## src/rtl/uart_rx_fifo_if.sv

```systemverilog
// Bus bundle between the UART receiver/register block and the RX FIFO.
// The master drives characters and control, the slave is the FIFO itself.
interface uart_rx_fifo_if #(
    parameter int DEPTH = 16
);
    localparam int PTR_W = $clog2(DEPTH);

    logic [15:0]      shift_div_i;
    logic             wr_valid_i;
    logic [7:0]       wr_data_i;
    logic             wr_frame_err_i;
    logic             rd_pop_i;
    logic             flush_i;
    logic             overrun_clr_i;
    logic [PTR_W:0]   threshold_i;
    logic [7:0]       rd_data_o;
    logic             rd_frame_err_o;
    logic             empty_o;
    logic             full_o;
    logic [PTR_W:0]   level_o;
    logic             overrun_o;
    logic             thresh_o;
    logic             timeout_o;

    modport master (
        output shift_div_i,
        output wr_valid_i,
        output wr_data_i,
        output wr_frame_err_i,
        output rd_pop_i,
        output flush_i,
        output overrun_clr_i,
        output threshold_i,
        input  rd_data_o,
        input  rd_frame_err_o,
        input  empty_o,
        input  full_o,
        input  level_o,
        input  overrun_o,
        input  thresh_o,
        input  timeout_o
    );

    modport slave (
        input  shift_div_i,
        input  wr_valid_i,
        input  wr_data_i,
        input  wr_frame_err_i,
        input  rd_pop_i,
        input  flush_i,
        input  overrun_clr_i,
        input  threshold_i,
        output rd_data_o,
        output rd_frame_err_o,
        output empty_o,
        output full_o,
        output level_o,
        output overrun_o,
        output thresh_o,
        output timeout_o
    );
endinterface

```

## src/rtl/uart_rx_fifo.sv

```systemverilog
// UART receive FIFO: first-word-fall-through character buffer with
// level, threshold, sticky overrun and character-timeout status.
module uart_rx_fifo #(
    parameter int DEPTH = 16
) (
    input  logic        clock_i,
    input  logic        reset_i,
    uart_rx_fifo_if.slave bus
);
    localparam int PTR_W = $clog2(DEPTH);
    localparam logic [PTR_W:0] LVL_FULL = (PTR_W+1)'(DEPTH);
    localparam logic [5:0] IDLE_MAX = 6'd40;

    logic [8:0]       mem [DEPTH];
    logic [PTR_W-1:0] wr_ptr;
    logic [PTR_W-1:0] rd_ptr;
    logic [PTR_W:0]   level;
    logic             overrun;
    logic [15:0]      presc;
    logic [5:0]       idle;

    logic empty;
    logic full;
    logic pop_ok;
    logic push_ok;
    logic drop;
    logic bit_tick;
    logic [8:0] head;

    assign empty = (level == '0);
    assign full  = (level == LVL_FULL);

    // A pop frees the slot the same cycle, so a full FIFO still accepts a
    // simultaneous push without losing the character.
    assign pop_ok  = bus.rd_pop_i & ~empty;
    assign push_ok = bus.wr_valid_i & (~full | pop_ok);
    assign drop    = bus.wr_valid_i & ~push_ok;

    assign bit_tick = (presc == 16'd0);

    always_ff @(posedge clock_i) begin
        if (push_ok && !bus.flush_i) begin
            mem[wr_ptr] <= {bus.wr_frame_err_i, bus.wr_data_i};
        end
    end

    always_ff @(posedge clock_i or posedge reset_i) begin
        if (reset_i) begin
            wr_ptr <= '0;
            rd_ptr <= '0;
            level  <= '0;
        end else if (bus.flush_i) begin
            wr_ptr <= '0;
            rd_ptr <= '0;
            level  <= '0;
        end else begin
            if (push_ok) begin
                wr_ptr <= wr_ptr + 1'b1;
            end
            if (pop_ok) begin
                rd_ptr <= rd_ptr + 1'b1;
            end
            unique case ({push_ok, pop_ok})
                2'b10:   level <= level + 1'b1;
                2'b01:   level <= level - 1'b1;
                default: level <= level;
            endcase
        end
    end

    // Sticky overrun: a new drop beats a coincident clear.
    always_ff @(posedge clock_i or posedge reset_i) begin
        if (reset_i) begin
            overrun <= 1'b0;
        end else if (bus.flush_i) begin
            overrun <= 1'b0;
        end else if (drop) begin
            overrun <= 1'b1;
        end else if (bus.overrun_clr_i) begin
            overrun <= 1'b0;
        end
    end

    always_ff @(posedge clock_i or posedge reset_i) begin
        if (reset_i) begin
            presc <= 16'd0;
        end else if (bit_tick) begin
            presc <= bus.shift_div_i;
        end else begin
            presc <= presc - 16'd1;
        end
    end

    // Idle time in bit periods since the last FIFO activity.
    always_ff @(posedge clock_i or posedge reset_i) begin
        if (reset_i) begin
            idle <= 6'd0;
        end else if (bus.flush_i || push_ok || pop_ok || empty) begin
            idle <= 6'd0;
        end else if (bit_tick && idle != IDLE_MAX) begin
            idle <= idle + 6'd1;
        end
    end

    assign head = empty ? 9'd0 : mem[rd_ptr];

    assign bus.rd_data_o      = head[7:0];
    assign bus.rd_frame_err_o = head[8];
    assign bus.empty_o        = empty;
    assign bus.full_o         = full;
    assign bus.level_o        = level;
    assign bus.overrun_o      = overrun;
    assign bus.thresh_o       = (bus.threshold_i != '0) &&
                                (level >= bus.threshold_i);
    assign bus.timeout_o      = (idle == IDLE_MAX);
endmodule
```

## src/flat_wrapper.sv

```systemverilog
// flat-port wrapper written by rule: the top's interface ports become plain ports
module uart_rx_fifo_flat 
#(
    parameter int DEPTH = 16
)
  (clock_i, reset_i, bus_shift_div_i, bus_wr_valid_i, bus_wr_data_i, bus_wr_frame_err_i, bus_rd_pop_i, bus_flush_i, bus_overrun_clr_i, bus_threshold_i, bus_rd_data_o, bus_rd_frame_err_o, bus_empty_o, bus_full_o, bus_level_o, bus_overrun_o, bus_thresh_o, bus_timeout_o);
  uart_rx_fifo_if #(.DEPTH(DEPTH)) bus_i ();
  input  logic clock_i;
  input  logic reset_i;
  input wire logic [$bits(bus_i.shift_div_i)-1:0] bus_shift_div_i;
  input wire logic [$bits(bus_i.wr_valid_i)-1:0] bus_wr_valid_i;
  input wire logic [$bits(bus_i.wr_data_i)-1:0] bus_wr_data_i;
  input wire logic [$bits(bus_i.wr_frame_err_i)-1:0] bus_wr_frame_err_i;
  input wire logic [$bits(bus_i.rd_pop_i)-1:0] bus_rd_pop_i;
  input wire logic [$bits(bus_i.flush_i)-1:0] bus_flush_i;
  input wire logic [$bits(bus_i.overrun_clr_i)-1:0] bus_overrun_clr_i;
  input wire logic [$bits(bus_i.threshold_i)-1:0] bus_threshold_i;
  output wire logic [$bits(bus_i.rd_data_o)-1:0] bus_rd_data_o;
  output wire logic [$bits(bus_i.rd_frame_err_o)-1:0] bus_rd_frame_err_o;
  output wire logic [$bits(bus_i.empty_o)-1:0] bus_empty_o;
  output wire logic [$bits(bus_i.full_o)-1:0] bus_full_o;
  output wire logic [$bits(bus_i.level_o)-1:0] bus_level_o;
  output wire logic [$bits(bus_i.overrun_o)-1:0] bus_overrun_o;
  output wire logic [$bits(bus_i.thresh_o)-1:0] bus_thresh_o;
  output wire logic [$bits(bus_i.timeout_o)-1:0] bus_timeout_o;
  assign bus_i.shift_div_i = bus_shift_div_i;
  assign bus_i.wr_valid_i = bus_wr_valid_i;
  assign bus_i.wr_data_i = bus_wr_data_i;
  assign bus_i.wr_frame_err_i = bus_wr_frame_err_i;
  assign bus_i.rd_pop_i = bus_rd_pop_i;
  assign bus_i.flush_i = bus_flush_i;
  assign bus_i.overrun_clr_i = bus_overrun_clr_i;
  assign bus_i.threshold_i = bus_threshold_i;
  assign bus_rd_data_o = bus_i.rd_data_o;
  assign bus_rd_frame_err_o = bus_i.rd_frame_err_o;
  assign bus_empty_o = bus_i.empty_o;
  assign bus_full_o = bus_i.full_o;
  assign bus_level_o = bus_i.level_o;
  assign bus_overrun_o = bus_i.overrun_o;
  assign bus_thresh_o = bus_i.thresh_o;
  assign bus_timeout_o = bus_i.timeout_o;
  uart_rx_fifo #(.DEPTH(DEPTH)) u_core (.clock_i(clock_i), .reset_i(reset_i), .bus(bus_i));
endmodule
```

## config.mk

```make
export PLATFORM = sky130hd
export DESIGN_NAME = uart_rx_fifo_flat
export DESIGN_NICKNAME = d
export VERILOG_FILES = /design/src/rtl/uart_rx_fifo_if.sv /design/src/rtl/uart_rx_fifo.sv /design/src/flat_wrapper.sv
export SDC_FILE = /design/constraint.sdc
export NUM_CORES = 1
export LEC_CHECK = 0
export BUFFER_PORTS_ARGS = -buffer_cell sky130_fd_sc_hd__buf_2
export CAP_MARGIN = 20
export CORE_ASPECT_RATIO = 2
export CORE_MARGIN = 1
export CORE_UTILIZATION = 40
export CTS_BUF_LIST = sky130_fd_sc_hd__clkbuf_8 sky130_fd_sc_hd__clkbuf_16
export CTS_CLUSTER_DIAMETER = 120
export DETAILED_ROUTE_END_ITERATION = 10
export SYNTH_ARGS = -nofsm -noshare
export SYNTH_HDL_FRONTEND = slang
export SYNTH_SLANG_ARGS = --single-unit
```

## constraint.sdc

```tcl
create_clock -name clock_i -period 4.27 [get_ports clock_i]
set_clock_uncertainty 0.2 [all_clocks]
set_input_delay 0.427 -clock clock_i [delete_from_list [all_inputs] [get_ports clock_i]]
set_output_delay 0.427 -clock clock_i [all_outputs]
set_load 0.01 [all_outputs]
```

==> results of run 1 <==
layout make-up:
class                      count  share of cell area
multi-input combinational    271               0.267
clock buffer                  17              0.0465
timing repair buffer          76              0.0506
clock inverter                15              0.0220
sequential                   180               0.571
inverter                      17             0.00697
tap                          259              0.0354
where the power goes:
part	total [uW]	switching [uW]	internal [uW]
registers	2150	160	1990
logic	1070	531	540
clock network	1640	658	984
logic make-up after synthesis:
group	count (synthesis)	share of synthesized area
buffers and inverters	39	0.0222
muxes	62	0.139
and+or+nand+nor	117	0.0758
adders and majority gates	18	0.0297
AOI/OAI and AO/OA	50	0.0404
DFF	180	0.666
xor gates and xnor gates	24	0.0268
registers in the layout (all words and copies together), names as in the netlist:
register and count:
u_core.mem 144, u_core.presc 16, u_core.idle 6, u_core.bus.level_o 5
u_core.rd_ptr 4, u_core.wr_ptr 4, u_core.bus.overrun_o 1
critical path: cells and delay by family (launching register included):
| kind | cells | cell delay, ns |
|---|---|---|
| AOI/OAI and AO/OA | 4 | 0.82 |
| adders and majority gates | 1 | 0.33 |
| buffers and inverters | 1 | 0.07 |
| DFF | 1 | 0.45 |
| muxes | 1 | 0.37 |
| and+or+nand+nor | 3 | 1.01 |
routing by layer:
layer / vias up / routed length (um) / share of wire / global-route usage
met5: - / 13 / 0.00079 / 0
met1: 2191 / 5970 / 0.36 / 0.180
met2: 125 / 9510 / 0.58 / 0.338
met4: 2 / 395 / 0.024 / 0.0864
li1: 2014 / - / - / -
met3: 27 / 585 / 0.035 / 0.0327
final timing paths:
kind | startpoint | to | depth (start not counted)
setup / recovery | u_core.bus.level_o[1]$_DFFE_PP0P_ | u_core.bus.level_o[4]$_DFFE_PP0P_ | 10
hold / removal | bus_shift_div_i[8] | u_core.presc[8]$_DFF_PP0_ | 3
max in group asynchronous | reset_i | u_core.rd_ptr[0]$_DFFE_PP0P_ | 4
setup reg to reg | u_core.bus.level_o[1]$_DFFE_PP0P_ | u_core.bus.level_o[4]$_DFFE_PP0P_ | 10
min in group asynchronous | reset_i | u_core.wr_ptr[3]$_DFFE_PP0P_ | 4
hold reg to reg | u_core.presc[0]$_DFF_PP0_ | u_core.presc[0]$_DFF_PP0_ | 1
placed cells by master, fill, tap and decap left out, types with 3 or more instances in the layout:
cell type	n
nor2_1	56
nand3_1	4
buf_2	54
or2_2	3
or3_1	4
a21oi_1	24
nor3_1	12
nand2_1	11
edfxtp_1	144
buf_4	19
clkinvlp_4	4
bufinv_16	4
o22ai_1	10
mux2i_1	21
inv_6	3
mux4_2	36
nand4_1	3
inv_1	18
nand3b_1	3
ha_1	17
dfrtp_1	35
mux2_4	4
xnor2_1	13
clkbuf_16	17
nand2b_1	6
o21ai_0	6
xor2_1	11
metrics by stage:
stage	worst slack, ns	util	cell area (um2)	total power, uW	hold WS (ns)
after detailed placement	0.855	0.442	8510	3280	0.289
after global routing	0.654	0.475	9150	5080	0.0542
after global placement	0.936	0.442	8510	3240	0.283
after floorplan	1.21	-	7850	2940	0.262
after CTS	0.846	0.475	9150	4920	0.0311
final	0.861	0.475	9150	4860	0.0530
what timing repair did:
action / in CTS / in global routing
hold endpoints to repair: 36 / 0
hold buffers: 1 / 0
setup endpoints to repair: 0 / 0
==> impl_metrics.py, run 1 <==
metrics = {
    "placed_design": {
        "buffers_on_ports": 54,
        "routabilityCongestion": 0.790,
        "detailed_place_hpwl_um": 11600,
        "post-place-cells": 802,
    },
    "timing": {
        "max_slew_margin": 0.320,
        "drv_slew": 0,
        "final-hold-violation-count": 0,
        "grt_setup_unrepaired": "no",
        "worst-slew-pin-transition_ns": 1.02,
        "final_critical_path_time_including_i_o_delays_and_setup_ns": 3.41,
        "final-setup-viol-count": 0,
        "final.setup.tns_ns": 0,
        "max_clock_freq_mhz": 293,
        "timing.final.crit_share": 0.798,
    },
    "global_route": {
        "grtUsageTotal": 0.177,
        "first_global_vias": 4605,
        "gr-total-overflow": 0,
        "initial_antenna_violation_count": 1,
        "global_route_wire_length_before_repair_um": 25200,
        "grt_start_max_net_pins": 37,
    },
    "drt": {
        "wirelength_um": 16500,
        "drc": 0,
        "via_count": 4359,
        "routedWlPerCell_um": 19.7,
        "detail_route.vias_per_cell": 5.22,
        "drt_iter0_markers": 245,
        "firstDrtPassIters": 4,
        "route.antenna.remaining_nets": 0,
    },
    "clock_tree": {
        "cts_sinks": 180,
        "htreeDepth": 4,
        "postCtsSetupBuffers": 0,
        "ctsRootBufferMaster": "clkbuf_16",
        "clock_tree_from_tritoncts": "done",
        "cts_repair_resize_count": 0,
        "clock_pin_slew_on_the_worst_setup_and_hold_paths_ns": 0.07,
        "insertion_delay_ns": 0.43,
        "ctsLongestPathBuffers": 2,
        "cts_inserted_buffers": 17,
    },
    "worst_setup_path": {
        "crit_slowest_cell": "or4_1",
        "critical-path-max-stage-delay_ns": 0.77,
        "worstSetupStartpointType": "flip-flop",
        "path_class": "flip-flop to flip-flop",
        "worstPathRequired_ns": 4.38,
        "critical-path-top-cell-by-count": "a21oi_1",
        "reg2reg_setup_slack_ns": 0.86,
        "critPathMaxFanout": 9,
        "crit_path_end_kind": "flip-flop",
        "crit_arrival_ns": 3.52,
        "path_cells": "or4_1 -> o21ai_2 -> or2_2 -> inv_1 -> ha_1 -> nand2b_1 -> a21oi_1 -> mux2_2 -> a32oi_1 -> a21oi_1",
    },
    "yosys": {
        "netlist_area_um2": 7850,
        "syn-instance-count": 490,
        "number_of_synthesized_register_bits": 180,
        "synth-edff-count": 144,
        "synthesis.yosys.warnings": 0,
        "netlist_top_cells_count": "edfxtp_1 (144), nor2_1 (56), dfrtp_1 (36), mux4_2 (36), a21oi_1 (24)",
        "postSynth.topFlopCell": "edfxtp_1",
        "synth_fp_nets": 544,
        "seq_area_frac_synth": 0.666,
        "synth_largest_type_area_fraction": 0.551,
        "synthMostInstantiatedCell": "edfxtp_1",
        "post_synth.cell_area_avg_um2": 16.0,
        "count_of_distinct_cell_types_in_the_synthesized_netlist": 47,
        "postSynth.asyncResetShare": 0.200,
        "yosys-top-cells-area": "edfxtp_1 (55%), dfrtp_1 (11%), mux4_2 (10%), ha_1 (2.7%), mux2i_1 (2.7%)",
        "netlist.top_cell.by_area": "edfxtp_1",
    },
    "cells_and_area": {
        "multi_input_area_um2": 2450,
        "drive_above_1_share": 0.278,
        "areaGrowthSynthToFinish_pct": 16.6,
        "antennaDiodeCount": 0,
        "seq_area_um2": 5230,
        "design.final.nets": 617,
        "filler_cell_count": 1722,
        "final-instance-count-excl-fill": 835,
    },
    "floorplan": {
        "placeableCoreArea_um2": 19300,
        "die_h_um": 200,
        "pin_count": 55,
        "rows": 72,
        "floorplan.die_area_um2": 20200,
        "die_w_um": 101,
        "start_util": 0.407,
    },
    "outcome": {
        "outcome": "finished clean",
    },
    "power_and_ir_drop": {
        "power_per_cell_area_nw_per_um2": 531,
        "static-leakage-power_uw": 0.00318,
        "ir_drop_v": 0.000412,
    },
    "min_path": {
        "timing.hold.worst.class": "input port to flip-flop",
    },
    "job": {
        "drv_cap": 0,
    },
}
No activity file was read; power rests on OpenSTA's default activity.
==> run 2, diff against run 1 <==
Settings changed: ABC_AREA from default to 1.
Clock period 4.27 ns to 3.4 ns, I/O delays scaled along.
==> run 2 against run 1 <==
Effect of this change: core utilization is 0.16 points lower; die area is 7.0% higher; synthesized area is 7.1% higher; clock-buffer cell count stayed put; via count is 40% higher; first-iteration DRC count is 11% higher; global-route usage is 2.4 points higher; register-to-register slack better by 0.099 ns; cell area is 6.3% higher; total power is 22% higher; sequential cell count stayed put; hold slack better by 0.025 ns; critical endpoint is now bus_rd_data_o[3]; largest cell class unchanged.
==> impl_metrics.py, run 2 <==
metrics = {
    "floorplan": {
        "placeableCoreArea_um2": 20600,
        "rows": 74,
        "pin_count": 55,
        "die_h_um": 207,
        "floorplan.die_area_um2": 21600,
        "start_util": 0.409,
        "die_w_um": 105,
    },
    "outcome": {
        "outcome": "finished clean",
    },
    "global_route": {
        "gr-total-overflow": 0,
        "initial_antenna_violation_count": 0,
        "grt_met1_usage": 0.201,
        "top_usage_layer": "met2",
        "grtUsageMet2": 0.396,
        "gr-usage-met3": 0.0299,
        "grtUsageTotal": 0.200,
        "first_global_vias": 6326,
        "global_route_wire_length_before_repair_um": 33000,
        "grt_start_max_net_pins": 75,
    },
    "timing": {
        "final-hold-violation-count": 0,
        "final.setup.tns_ns": 0,
        "drv_slew": 0,
        "max_clock_freq_mhz": 339,
        "worst-slew-pin-transition_ns": 0.991,
        "grt_setup_unrepaired": "no",
        "timing.final.crit_share": 0.867,
        "final-setup-viol-count": 0,
        "final_critical_path_time_including_i_o_delays_and_setup_ns": 2.95,
        "max_slew_margin": 0.337,
    },
    "yosys": {
        "post_synth.cell_area_avg_um2": 10.1,
        "syn-instance-count": 834,
        "yosys-top-cells-area": "edfxtp_1 (51%), nand2_1 (12%), dfrtp_1 (11%), nand3_1 (7.9%), ha_1 (2.5%)",
        "count_of_distinct_cell_types_in_the_synthesized_netlist": 38,
        "synthesis.yosys.warnings": 0,
        "netlist.top_cell.by_area": "edfxtp_1",
        "synth_largest_type_area_fraction": 0.514,
        "netlist_area_um2": 8410,
        "postSynth.topFlopCell": "edfxtp_1",
        "number_of_synthesized_register_bits": 180,
        "postSynth.asyncResetShare": 0.200,
        "synth_fp_nets": 888,
        "synth-edff-count": 144,
        "seq_area_frac_synth": 0.622,
        "netlist_top_cells_count": "nand2_1 (274), edfxtp_1 (144), nand3_1 (132), nor2_1 (45), inv_1 (44)",
        "synthMostInstantiatedCell": "nand2_1",
    },
    "job": {
        "drv_cap": 0,
    },
    "cells_and_area": {
        "final-instance-count-excl-fill": 1193,
        "regMostFlops": "u_core.mem",
        "antennaDiodeCount": 0,
        "drive_above_1_share": 0.147,
        "leading_cell_type_in_the_layout_fill_and_taps_excluded": "nand2_1",
        "finalCoreUtilization": 0.473,
        "most-common-layout-cells": "nand2_1 (274), edfxtp_1 (144), nand3_1 (132)",
        "design.final.nets": 969,
        "stdcell_area_um2": 9720,
        "areaGrowthSynthToFinish_pct": 15.7,
        "largest_registers": "u_core.mem: 144 flops, u_core.presc: 16 flops, u_core.idle: 6 flops",
        "largest_register_ff_count": 144,
    },
    "clock_tree": {
        "insertion_delay_ns": 0.43,
        "clock_tree_from_tritoncts": "done",
        "ctsLongestPathBuffers": 2,
        "htreeDepth": 4,
        "ctsRootBufferMaster": "clkbuf_16",
        "clock_pin_slew_on_the_worst_setup_and_hold_paths_ns": 0.07,
        "cts_repair_resize_count": 0,
        "cts_sinks": 180,
        "cts_inserted_buffers": 17,
    },
    "worst_setup_path": {
        "crit_arrival_ns": 2.41,
        "path_class": "flip-flop to primary output",
        "worstPathRequired_ns": 2.86,
        "worstSetupStartpointType": "flip-flop",
        "reg2reg_setup_slack_ns": 0.96,
        "crit_path_end_kind": "primary output",
        "critPathMaxFanout": 74,
    },
    "drt": {
        "route.antenna.remaining_nets": 0,
        "via_count": 6083,
        "routedWlPerCell_um": 17.2,
        "firstDrtPassIters": 4,
        "drc": 0,
        "detail_route.vias_per_cell": 5.10,
        "wirelength_um": 20500,
        "drt_iter0_markers": 272,
    },
    "placed_design": {
        "detailed_place_hpwl_um": 13900,
        "buffers_on_ports": 54,
        "post-place-cells": 1143,
        "routabilityCongestion": 0.811,
        "dpl-instance-area_um2": 8990,
    },
    "min_path": {
        "timing.hold.worst.class": "input port to flip-flop",
    },
    "power_and_ir_drop": {
        "power_per_cell_area_nw_per_um2": 610,
        "static-leakage-power_uw": 0.00388,
        "ir_drop_v": 0.000360,
    },
}
==> run 2: final timing paths <==
path,start,end,cells past startpoint
max in group asynchronous,reset_i,u_core.bus.level_o[2]$_DFFE_PP0P_,4
worst min register to register,u_core.presc[0]$_DFF_PP0_,u_core.presc[0]$_DFF_PP0_,1
worst max-delay path,u_core.rd_ptr[0]$_DFFE_PP0P_,bus_rd_data_o[3],8
min in group asynchronous,reset_i,u_core.presc[6]$_DFF_PP0_,3
worst max register to register,u_core.bus.level_o[1]$_DFFE_PP0P_,u_core.mem[11][8]$_DFFE_PP_,6
worst min-delay path,bus_flush_i,u_core.bus.level_o[1]$_DFFE_PP0P_,4
==> run 2: worst max-delay path, cell delays in order, from the launching register on <==
cell     delay [ns]
dfrtp_2        0.36
buf_4          0.62
nand2_1        0.11
nand3_1        0.11
nand3_1        0.12
nand2_1        0.11
nand2_1        0.06
a21oi_1        0.27
buf_2          0.19
==> run 2: area by class of cell <==
class                   instances  area, um2
repair buffers                 92        616
flip-flops and latches        180       5230
multi-input cells             575       2820
fillers                      2000      10800
well taps                     266        333
inverters                      49        189
clock buffers                  17        425
clock inverters                14        115
==> run 2: what timing repair did <==
action | in CTS | in global routing
hold buffers | 19 | 0
setup buffers | 0 | 0
hold endpoints to repair | 34 | 0
==> run 2: layer usage <==
metal | routed length [um] | share of wire | vias to the layer above
met5 | 0 | 0 | -
met4 | 651 | 0.032 | 0
met3 | 616 | 0.030 | 42
met2 | 11800 | 0.57 | 127
met1 | 7480 | 0.36 | 2920
li1 | - | - | 2994
==> run 2: where the power goes <==
group	internal [uW]	switching, uW
sequential	2460	85.6
combinational	512	1070
clock	997	806
==> run 2: logic make-up (layout without fill, tap and decap cells) <==
kind of cell    Yosys count  count (layout)  synth area share
flops                   180             180             0.622
fa+ha+maj                18              18            0.0277
simple gates            501             501             0.265
xor+xnor                 14              14            0.0146
buf+inv                  79             172            0.0430
compound gates           42              42            0.0286
==> run 2: stage by stage <==
stage	hold WS [ns]	power, uW	setup WS [ns]
6_report	0.0783	5930	0.453
5_1_grt	0.0921	6240	0.304
4_1_cts	0.0631	5980	0.410
3_5_place_dp	0.286	4170	0.873
3_3_place_gp	0.281	4150	0.857
2_1_floorplan	0.203	3680	1.20
